## src/rtl/rf_wb_arbiter_pkg.sv

```systemverilog
// Shared constants for the register-file write-back arbiter and its scoreboard.
package rf_wb_arbiter_pkg;
   localparam int REG_ZERO   = 0;
   localparam int DEFAULT_AW = 5;
   localparam int DEFAULT_DW = 32;
   localparam int PRIO_RR    = 0;
   localparam int PRIO_FIXED = 1;
endpackage

```

## src/rtl/rf_wb_arbiter_scoreboard.sv

```systemverilog
// Per-register pending bits for long-latency destinations, with two decode stall read ports.
module rf_scoreboard
   import rf_wb_arbiter_pkg::*;
#(
   parameter int AW = DEFAULT_AW
) (
   input  logic          clk,
   input  logic          rst,
   input  logic          sb_set,
   input  logic [AW-1:0] sb_addr,
   input  logic          clr_en,
   input  logic [AW-1:0] clr_addr,
   input  logic [AW-1:0] rd_a1,
   input  logic [AW-1:0] rd_a2,
   output logic          stall,
   output logic          sb_conflict
);
   localparam int NREG = 2 ** AW;

   logic [NREG-1:0] busy;
   logic [NREG-1:0] busy_next;
   logic            set_en;

   assign set_en = sb_set && (sb_addr != AW'(REG_ZERO));

   // Register 0 is hardwired to zero and can never be pending.
   assign busy_next[0] = 1'b0;

   generate
      for (genvar gi = 1; gi < NREG; gi++) begin : g_busy
         // Set has priority over the commit clear on the same register.
         assign busy_next[gi] = (set_en && (sb_addr == AW'(gi))) ? 1'b1 :
                                (clr_en && (clr_addr == AW'(gi))) ? 1'b0 : busy[gi];
      end
   endgenerate

   always_ff @(posedge clk or negedge rst) begin
      if (!rst) begin
         busy        <= '0;
         sb_conflict <= 1'b0;
      end else begin
         busy        <= busy_next;
         sb_conflict <= set_en && busy[sb_addr];
      end
   end

   assign stall = busy[rd_a1] || busy[rd_a2];
endmodule

```

## src/rtl/rf_wb_arbiter.sv

```systemverilog
// Two-requester write-back arbiter driving the register file write port from a registered stage.
module rf_wb_arbiter
   import rf_wb_arbiter_pkg::*;
#(
   parameter int AW        = DEFAULT_AW,
   parameter int DW        = DEFAULT_DW,
   parameter int PRIO_MODE = PRIO_RR
) (
   input  logic          clk,
   input  logic          rst,
   input  logic          req0_valid,
   output logic          req0_ready,
   input  logic [AW-1:0] req0_addr,
   input  logic [DW-1:0] req0_data,
   input  logic          req1_valid,
   output logic          req1_ready,
   input  logic [AW-1:0] req1_addr,
   input  logic [DW-1:0] req1_data,
   input  logic          sb_set,
   input  logic [AW-1:0] sb_addr,
   input  logic [AW-1:0] rd_a1,
   input  logic [AW-1:0] rd_a2,
   output logic          stall,
   output logic [AW-1:0] rf_a3,
   output logic [DW-1:0] rf_wd,
   output logic          rf_wr,
   output logic          sb_conflict
);
   logic          last_grant;  // 1 = req1 won the most recent transfer
   logic          xfer0;
   logic          xfer1;
   logic [AW-1:0] win_addr;
   logic [DW-1:0] win_data;
   logic          commit;

   // Ready is a function of the valids and history only, never of addr/data.
   assign req0_ready = req0_valid &&
                       (!req1_valid || (PRIO_MODE == PRIO_FIXED) || last_grant);
   assign req1_ready = req1_valid && !req0_ready;

   assign xfer0    = req0_valid && req0_ready;
   assign xfer1    = req1_valid && req1_ready;
   assign win_addr = xfer0 ? req0_addr : req1_addr;
   assign win_data = xfer0 ? req0_data : req1_data;
   assign commit   = (xfer0 || xfer1) && (win_addr != AW'(REG_ZERO));

   always_ff @(posedge clk or negedge rst) begin
      if (!rst) begin
         rf_wr      <= 1'b0;
         rf_a3      <= '0;
         rf_wd      <= '0;
         last_grant <= 1'b1;
      end else begin
         rf_wr <= commit;
         if (commit) begin
            rf_a3 <= win_addr;
            rf_wd <= win_data;
         end
         if (xfer0 || xfer1) begin
            last_grant <= xfer1;
         end
      end
   end

   rf_scoreboard #(.AW(AW)) u_sb (
      .clk         (clk),
      .rst         (rst),
      .sb_set      (sb_set),
      .sb_addr     (sb_addr),
      .clr_en      (rf_wr),
      .clr_addr    (rf_a3),
      .rd_a1       (rd_a1),
      .rd_a2       (rd_a2),
      .stall       (stall),
      .sb_conflict (sb_conflict)
   );
endmodule

```

## config.mk

```make
export PLATFORM = sky130hd
export DESIGN_NAME = rf_wb_arbiter
export DESIGN_NICKNAME = d
export VERILOG_FILES = /design/src/rtl/rf_wb_arbiter_pkg.sv /design/src/rtl/rf_wb_arbiter_scoreboard.sv /design/src/rtl/rf_wb_arbiter.sv
export SDC_FILE = /design/constraint.sdc
export NUM_CORES = 1
export LEC_CHECK = 0
export ABC_AREA = 1
export BUFFER_PORTS_ARGS = -buffer_cell sky130_fd_sc_hd__buf_2
export CAP_MARGIN = 30
export CORE_UTILIZATION = 44
export CTS_BUF_LIST = sky130_fd_sc_hd__clkbuf_4 sky130_fd_sc_hd__clkbuf_8
export DETAILED_ROUTE_END_ITERATION = 8
export PLACE_DENSITY = 0.68
export REMOVE_ABC_BUFFERS = 1
export SYNTH_ARGS = -nofsm -noshare
export SYNTH_HDL_FRONTEND = slang
export SYNTH_HIERARCHICAL = 1
export SYNTH_SLANG_ARGS = --single-unit
```

## constraint.sdc

```tcl
create_clock -name clk -period 2.1 [get_ports clk]
set_clock_uncertainty 0.05 [all_clocks]
set_input_delay 0.21 -clock clk [delete_from_list [all_inputs] [get_ports clk]]
set_output_delay 0.21 -clock clk [all_outputs]
set_load 0.01 [all_outputs]
```

Word-level counts from Yosys, hierarchy flattened:

Cells that the tools add are included.

* $lt $le $gt $ge: 3
* equal/unequal tests: 62
* muxes and demuxes: 70
* reductions and logical operators: 107

Operators by type and width (count)
* 5-bit equality test, second input constant: 32
* 5-bit by 4-bit equality test with 1-bit output, second input constant: 16
* 1-bit logical AND: 69
* 1-bit two-way mux: 65
* 2-bit nonzero test: 31
* 5-bit by 3-bit equality test with 1-bit output, second input constant: 8
* 32-bit two-way mux: 1
* 5-bit by 2-bit equality test with 1-bit output, second input constant: 4
* 5-bit by 6-bit less-than comparator with 1-bit output, second input constant: 3
* 1-bit binary-select mux with 5-bit select: 3
* 5-bit by 1-bit equality test with 1-bit output, second input constant: 2
* 5-bit nonzero test: 2
* 5-bit two-way mux: 1
* 1-bit logical OR: 3
* 1-bit logical NOT: 2

* flip-flop bits (word level): 71
* bits of input ports: 94

Depth between registers and ports, before layout:

Gate-level depths: netlist of run 1.

* depth in word-level cells: 8
* mapped depth: 12
* mapped depth without buffers: 10

By module:

Netlist of run 1, hierarchy kept.

Modules (own cells, without submodules)
* rf_scoreboard: times used 1, cells each 443, area each 2607.5 µm²
* rf_wb_arbiter: times used 1, cells each 303, area each 2113.3 µm²

Worst setup path before layout of run 1:

No wires, ideal clock.

* path type: flip-flop to flip-flop
* from: register last_grant
* to: register rf_wr
* setup time: 0.116 ns
* arrival: 1.487 ns
* data required time: 1.934 ns
* setup slack: 0.447 ns
* stages on the path, launching flop included: 11
* cells stage by stage: dfstp_2 -> inv_1 -> nand2_2 -> nand2_2 -> buf_6 -> o21ai_2 -> nand2_1 -> o21bai_2 -> buf_6 -> buf_8 -> inv_1

* longest elaborated chain between the ends: 7
* elaborated cells on any way between the ends: 10
* classes of those cells: 1 x mux; 9 x reduce/logical

Ends and longest elaborated chain
* from (decl): line rf_wb_arbiter.sv:29 `logic last_grant;`
* from (signal assigned): line rf_wb_arbiter.sv:60 `last_grant <= xfer1;`
* 1-bit logical OR *: line rf_wb_arbiter.sv:38 `(!req1_valid || (PRIO_MODE == PRIO_FIXED) || last_grant);`
* 1-bit logical AND *: line rf_wb_arbiter.sv:37 `assign req0_ready = req0_valid &&`
* branches (longest 4 deep; another with 5-bit two-way mux)
* 1-bit logical AND *: line rf_wb_arbiter.sv:45 `assign commit = (xfer0 || xfer1) && (win_addr != AW'(REG_ZERO));`
* named net commit: line rf_wb_arbiter.sv:34 `logic commit;`
* to (signal assigned): line rf_wb_arbiter.sv:54 `rf_wr <= commit;`
* to (decl): line rf_wb_arbiter.sv:26 `output logic rf_wr,`

Mark *: on every way through the listed nets, which the timed path passes.
A chain may end at the register's enable or synchronous reset.

Worst setup path in the final report of run 1:

* from: register last_grant
* to: output port req1_ready

* longest elaborated chain between the ends: 4

Ends and longest elaborated chain
* 1-bit logical OR: line rf_wb_arbiter.sv:38
* 1-bit logical AND: line rf_wb_arbiter.sv:37
* 1-bit logical NOT: line rf_wb_arbiter.sv:39 `assign req1_ready = req1_valid && !req0_ready;`
* 1-bit logical AND: line rf_wb_arbiter.sv:39
* to (decl): line rf_wb_arbiter.sv:16 `output logic req1_ready,`

No other way between the ends.

==> results of run 1 <==
path summary, 6_finish.rpt:
check,start,end,slack (ps),cells after the start
worst max-delay path,last_grant,req1_ready,190,7
worst min-delay path,req0_valid,last_grant,90,2
worst max register to register,last_grant,rf_wd[12],280,9
worst min register to register,rf_wd[5],rf_wd[5],420,2
max in group asynchronous,rst,last_grant,1000,3
min in group asynchronous,rst,rf_wd[10],370,2
Yosys cell counts, types with 2 or more instances:
master,n
sky130_fd_sc_hd__o21ai_1,3
sky130_fd_sc_hd__inv_2,2
sky130_fd_sc_hd__nand3b_1,2
sky130_fd_sc_hd__inv_1,63
sky130_fd_sc_hd__clkbuf_1,8
sky130_fd_sc_hd__clkinv_1,2
sky130_fd_sc_hd__nor2_1,36
sky130_fd_sc_hd__buf_2,11
sky130_fd_sc_hd__nand2_2,14
sky130_fd_sc_hd__a21oi_1,2
sky130_fd_sc_hd__o21ai_0,37
sky130_fd_sc_hd__buf_6,8
sky130_fd_sc_hd__nor2_4,2
sky130_fd_sc_hd__inv_4,3
sky130_fd_sc_hd__dfrtp_1,70
sky130_fd_sc_hd__nand2_1,356
sky130_fd_sc_hd__o21ai_2,2
sky130_fd_sc_hd__buf_4,3
sky130_fd_sc_hd__nand3_1,111
state kept, by name (all words and copies together) (netlist names):
name              flops
rf_wd                32
rf_a3                 5
last_grant            1
rf_wr                 1
u_sb/sb_conflict      1
u_sb/busy            31
area by class of cell:
class,instances,area (µm²)
inverter,70,270
timing repair buffer,146,802
clock buffer,12,159
sequential,71,1780
multi-input combinational,573,2460
clock inverter,3,42.5
tap,136,170
fill,1059,4690
kinds of logic (layout without fill, tap and decap cells):
logic type             after synthesis  after routing  share of synthesized area (%)
DFF                                 71             71                           37.7
and+or+nand+nor                    526            526                           46.6
AOI/OAI and AO/OA                   47             47                           5.38
buffers and inverters              102            231                           10.3
metrics by stage:
step                utilization, %  setup TNS (ps)  cell area [µm²]  cells  power (µW)
global placement              52.7               0             5460    995        3730
floorplan                        -          -13080             4500    714        3090
CTS                           54.7               0             5670   1011        4910
detailed placement            52.7               0             5460    995        3790
finish                        54.8               0             5680   1011        4890
global route                  54.8               0             5680   1011        5290
what timing repair did:
| item | CTS | global route |
|---|---|---|
| endpoints found under the hold margin | 22 | 0 |
| resized for setup | 0 | 1 |
| hold buffers | 1 | 0 |
| endpoints found under the setup margin | 0 | 2 |
report_power, final:
group	total, µW	switching (µW)	internal (µW)	leakage, µW
clock network	1100	478	618	0.000102
logic	1610	1000	608	0.00233
registers	2190	423	1760	0.000836
total	4890	1910	2990	0.00327
per-layer routing:
layer | vias to the layer above | GRT usage (%)
met3 | 23 | 4.08
met2 | 254 | 44.3
met1 | 2282 | 34.5
met4 | 0 | 8.53
li1 | 2564 | -
met5 | - | 0
==> flow_summary.json, run 1 <==
{
  "min_period_ps": 1910,
  "synthCells": 746,
  "avgSynthCellArea_um2": 6.33,
  "cp_data_arrival_time_ps": 1650,
  "clock_sink_count": 71,
  "timing.critical_path.cells": "inv_1 -> nand2_2 -> nand2_2 -> clkinv_1 -> buf_6 -> nor2_1 -> buf_2",
  "placeableCoreArea_um2": 10400,
  "whs_ps": 93.4,
  "synthDominantAreaCellType": "sky130_fd_sc_hd__dfrtp_1",
  "initial_utilization_pct": 45.5,
  "grt_antenna_before_repair": 0,
  "startpoint_type": "flip-flop",
  "worst_setup_path_end_kind": "output port",
  "max-clock-path-buffers": 2,
  "static-leakage-power_uw": 0.00327,
  "timing.fmax_ghz": 0.524,
  "post_synth_main_area_contributors": "sky130_fd_sc_hd__dfrtp_1 (37%), sky130_fd_sc_hd__nand2_1 (28%), sky130_fd_sc_hd__nand3_1 (12%), sky130_fd_sc_hd__inv_1 (5.0%), sky130_fd_sc_hd__o21ai_0 (3.9%)",
  "cts.reportedPaths.clkPinSlew_ps": 60,
  "fp-row-count": 37,
  "ant_nets_after_route": 0,
  "drc": 0,
  "power.density_cell_area_nw_per_um2": 862,
  "hpwl_um": 10500,
  "final_max_slew_viol_count": 0,
  "global_route_wire_length_before_repair_um": 23500,
  "routed_wirelength_um": 13800,
  "mostFrequentLayoutCells": "sky130_fd_sc_hd__nand2_1 (356), sky130_fd_sc_hd__buf_2 (135), sky130_fd_sc_hd__nand3_1 (111), sky130_fd_sc_hd__dfrtp_1 (70), sky130_fd_sc_hd__inv_1 (63)",
  "critPathKind": "flip-flop to output port",
  "preCtsSetupSlack_ps": 277,
  "grt_setup_unrepaired": "no",
  "run_status": "finished, final reports clean",
  "die_height_um": 106,
  "first_global_vias": 4876,
  "final_nets": 965,
  "cts_inserted_buffers": 9,
  "post_cts_buffers": 0,
  "dr.first_iter.drc_count": 362,
  "crit_path_frequent_cell": "sky130_fd_sc_hd__nand2_2",
  "synth.lib_cells_used.distinct": 30,
  "slew_headroom_pct": 62.0,
  "area_growth_syn_to_layout_pct": 20.3,
  "wl_met2_um": 6750,
  "routedLengthMet1_um": 5800,
  "h-tree-depth": 3,
  "worstMarginPinSlew_ps": 570,
  "share_of_synthesized_area_occupied_by_flip_flops_and_latches_pct": 37.7,
  "cpLargestDelayFamily": "flip-flops",
  "vias": 5123,
  "via_per_inst": 5.07,
  "vdd_ir_drop_max_mv": 0.312,
  "ys_dominant_reg_cell": "sky130_fd_sc_hd__dfrtp_1",
  "detail_route.first_pass.iterations": 6,
  "worstPathBufferInverterCount": 4,
  "ios": 136,
  "overflow_left_after_global_routing": 0,
  "route.top_layer_used": "met4",
  "tritoncts": "built",
  "met3_length_um": 1080,
  "synth_enable_flop_cells": 0,
  "synth.cell_area_um2": 4720,
  "async_flop_share_pct": 100,
  "max_stage_delay_on_crit_path_ps": 510,
  "synth_largest_type_area_fraction_pct": 37.1,
  "place.gp.congestion": 0.968,
  "postLayoutSetupSlackWorst_ps": 193,
  "hold_violations": 0,
  "yosysWarningCount": 6,
  "io_buffer_count": 135,
  "max-cap-violations": 0,
  "clk_root_buffer_cell": "sky130_fd_sc_hd__clkbuf_8",
  "finalCritPeriodShare_pct": 90.8,
  "gr-usage-all-layers_pct": 26.3,
  "floorplan.die_area_um2": 11100,
  "dieWidth_um": 106,
  "crit_path_top_delay_cell": "sky130_fd_sc_hd__dfstp_2",
  "worstSkewPairLatency_ps": 340,
  "final-setup-viol-count": 0,
  "wire_per_inst_um": 13.7,
  "critical_path_data_required_time_ps": 1840,
  "diodes": 0,
  "post_route_cells_drive_above_1_share_pct": 21.6,
  "grt_max_degree": 37,
  "min-delay-path-class": "input pin to flip-flop",
  "cp_max_fo": 34,
  "layout_commonest_cell": "sky130_fd_sc_hd__nand2_1",
  "postSynthRegisterBits": 71
}
Power figures use the tool's default switching activity.
==> inputs of run 2 (changes only) <==
--- a/config.mk
+++ b/config.mk
@@ -11,7 +11,7 @@
 export CORE_UTILIZATION = 44
 export CTS_BUF_LIST = sky130_fd_sc_hd__clkbuf_4 sky130_fd_sc_hd__clkbuf_8
 export DETAILED_ROUTE_END_ITERATION = 8
-export PLACE_DENSITY = 0.68
+export PLACE_DENSITY = 0.79
 export REMOVE_ABC_BUFFERS = 1
 export SYNTH_ARGS = -nofsm -noshare
 export SYNTH_HDL_FRONTEND = slang
==> flow_summary.json, run 2 (synthesis gave the netlist of run 1 again) <==
{
  "cts.reportedPaths.clkPinSlew_ps": 70,
  "vdd_ir_drop_max_mv": 0.398,
  "multi_input_comb_area_um2": 2460,
  "max-cap-violations": 0,
  "power.internal_uw": 3080,
  "overflow_left_after_global_routing": 0,
  "reg.largest.list": "rf_wd (32), u_sb/busy (31), rf_a3 (5)",
  "startpoint_type": "flip-flop",
  "dpl_cell_area_um2": 5470,
  "timing.fmax_ghz": 0.504,
  "floorplan.die_area_um2": 11100,
  "ant_nets_after_route": 0,
  "finalCritPeriodShare_pct": 94.5,
  "first_global_vias": 4511,
  "holdPathStages": 2,
  "cts_inserted_buffers": 9,
  "worst_hold_startpoint": "req0_valid",
  "timing.critical_path.cells": "inv_1 -> nand2_2 -> nand2_2 -> clkinv_1 -> buf_4 -> nor2_1 -> buf_2",
  "worst_setup_path_end_kind": "output port",
  "grt_setup_unrepaired": "no",
  "place.gp.congestion": 0.949,
  "gr-usage-all-layers_pct": 24.2,
  "whs_ps": 81.6,
  "layout.filler_cells": 1065,
  "vias": 5073,
  "initial_utilization_pct": 45.5,
  "crit_path_frequent_cell": "sky130_fd_sc_hd__nand2_2",
  "hold_violations": 0,
  "via_per_inst": 5.02,
  "layout_commonest_cell": "sky130_fd_sc_hd__nand2_1",
  "cts_resized": 0,
  "swShare_pct": 38.4,
  "io_buffer_count": 135,
  "run_status": "finished, final reports clean",
  "grt_max_degree": 72,
  "min_period_ps": 1990,
  "h-tree-depth": 3,
  "r2r-start": "last_grant",
  "worst_setup_path_startpoint": "last_grant",
  "static-leakage-power_uw": 0.00327,
  "r2r.worst_path.cells": 9,
  "slew_headroom_pct": 64.9,
  "post_cts_buffers": 0,
  "diodes": 0,
  "placeableCoreArea_um2": 10400,
  "fp-row-count": 37,
  "area.sequential_um2": 1780,
  "crit_path_top_delay_cell": "sky130_fd_sc_hd__dfstp_2",
  "die_height_um": 106,
  "wire_per_inst_um": 12.9,
  "final_max_slew_viol_count": 0,
  "critical_path_data_required_time_ps": 1840,
  "routed_wirelength_um": 13000,
  "power_frac_clock_pct": 24.8,
  "post_route_cells_drive_above_1_share_pct": 21.5,
  "global_route_wire_length_before_repair_um": 21500,
  "critPathKind": "flip-flop to output port",
  "cp_max_fo": 34,
  "ios": 136,
  "clk_root_buffer_cell": "sky130_fd_sc_hd__clkbuf_8",
  "worstMarginPinSlew_ps": 526,
  "comb_power_share_pct": 31.5,
  "hold_buf_count_cts": 1,
  "grt_antenna_before_repair": 0,
  "final-setup-viol-count": 0,
  "cp_data_arrival_time_ps": 1730,
  "share_seq_of_total_power_pct": 43.7,
  "largest_register": "rf_wd",
  "netSwitchingPower_uw": 1920,
  "clock_sink_count": 71,
  "worstSkewPairLatency_ps": 350,
  "largest_register_ffs": 32,
  "hpwl_um": 9820,
  "power.density_cell_area_nw_per_um2": 875,
  "area_growth_syn_to_layout_pct": 20.9,
  "dr.first_iter.drc_count": 309,
  "drc": 0,
  "max_stage_delay_on_crit_path_ps": 520,
  "min-delay-path-class": "input pin to flip-flop",
  "max-clock-path-buffers": 2,
  "final_nets": 963,
  "final_design_area_no_fill_um2": 5710,
  "tritoncts": "built",
  "detail_route.first_pass.iterations": 5,
  "dieWidth_um": 106,
  "mostFrequentLayoutCells": "sky130_fd_sc_hd__nand2_1 (356), sky130_fd_sc_hd__buf_2 (135), sky130_fd_sc_hd__nand3_1 (111), sky130_fd_sc_hd__dfrtp_1 (70), sky130_fd_sc_hd__inv_1 (63)"
}
==> run 2: final cells by class <==
class / count / area share [%]
multi-input cells: 573 / 43.2
flip-flops and latches: 71 / 31.1
repair buffers: 144 / 13.9
inverters: 70 / 4.73
well taps: 136 / 2.98
clock buffers: 10 / 2.41
clock inverters: 6 / 1.62
==> run 2: per-layer routing <==
layer / track usage [%] / part of all wire, % / vias up
met5: 0 / 0 / -
li1: - / - / 2568
met4: 11.0 / 2.9 / 0
met3: 3.28 / 7.5 / 35
met1: 31.3 / 43 / 2229
met2: 40.2 / 47 / 241
==> run 2: power groups by stage <==
stage | registers, µW | clock network [µW] | logic (µW)
after CTS | 2170 | 1260 | 1570
after global placement | 2180 | 0 | 1540
after floorplan | 2080 | 0 | 1010
after global routing | 2230 | 1320 | 1820
final | 2180 | 1240 | 1570
after detailed placement | 2190 | 0 | 1570
==> run 2: worst paths after layout <==
check | endpoint | slack, ps
max | req1_ready | 110
min | last_grant | 80
max reg2reg | rf_wd[1] | 320
min reg2reg | rf_wd[3] | 420
max in group asynchronous | last_grant | 1340
min in group asynchronous | rf_wd[26] | 340
==> run 2: worst max-delay path: cells and delay by family (launching register included) <==
kind                   cells  cell delay [ps]
buffers and inverters      4              560
DFF                        1              520
and+or+nand+nor            3              300
==> run 2: per-stage QoR <==
step / cells / util, % / worst slack [ps] / TNS (ps) / power (µW)
final: 1010 / 55.0 / 115 / 0 / 5000
after global routing: 1010 / 55.0 / 4.67 / 0 / 5370
after CTS: 1010 / 55.0 / 92.1 / 0 / 5010
after detailed placement: 993 / 52.7 / 314 / 0 / 3760
after global placement: 993 / 52.7 / 366 / 0 / 3720
after floorplan: 714 / - / -355 / -13080 / 3090
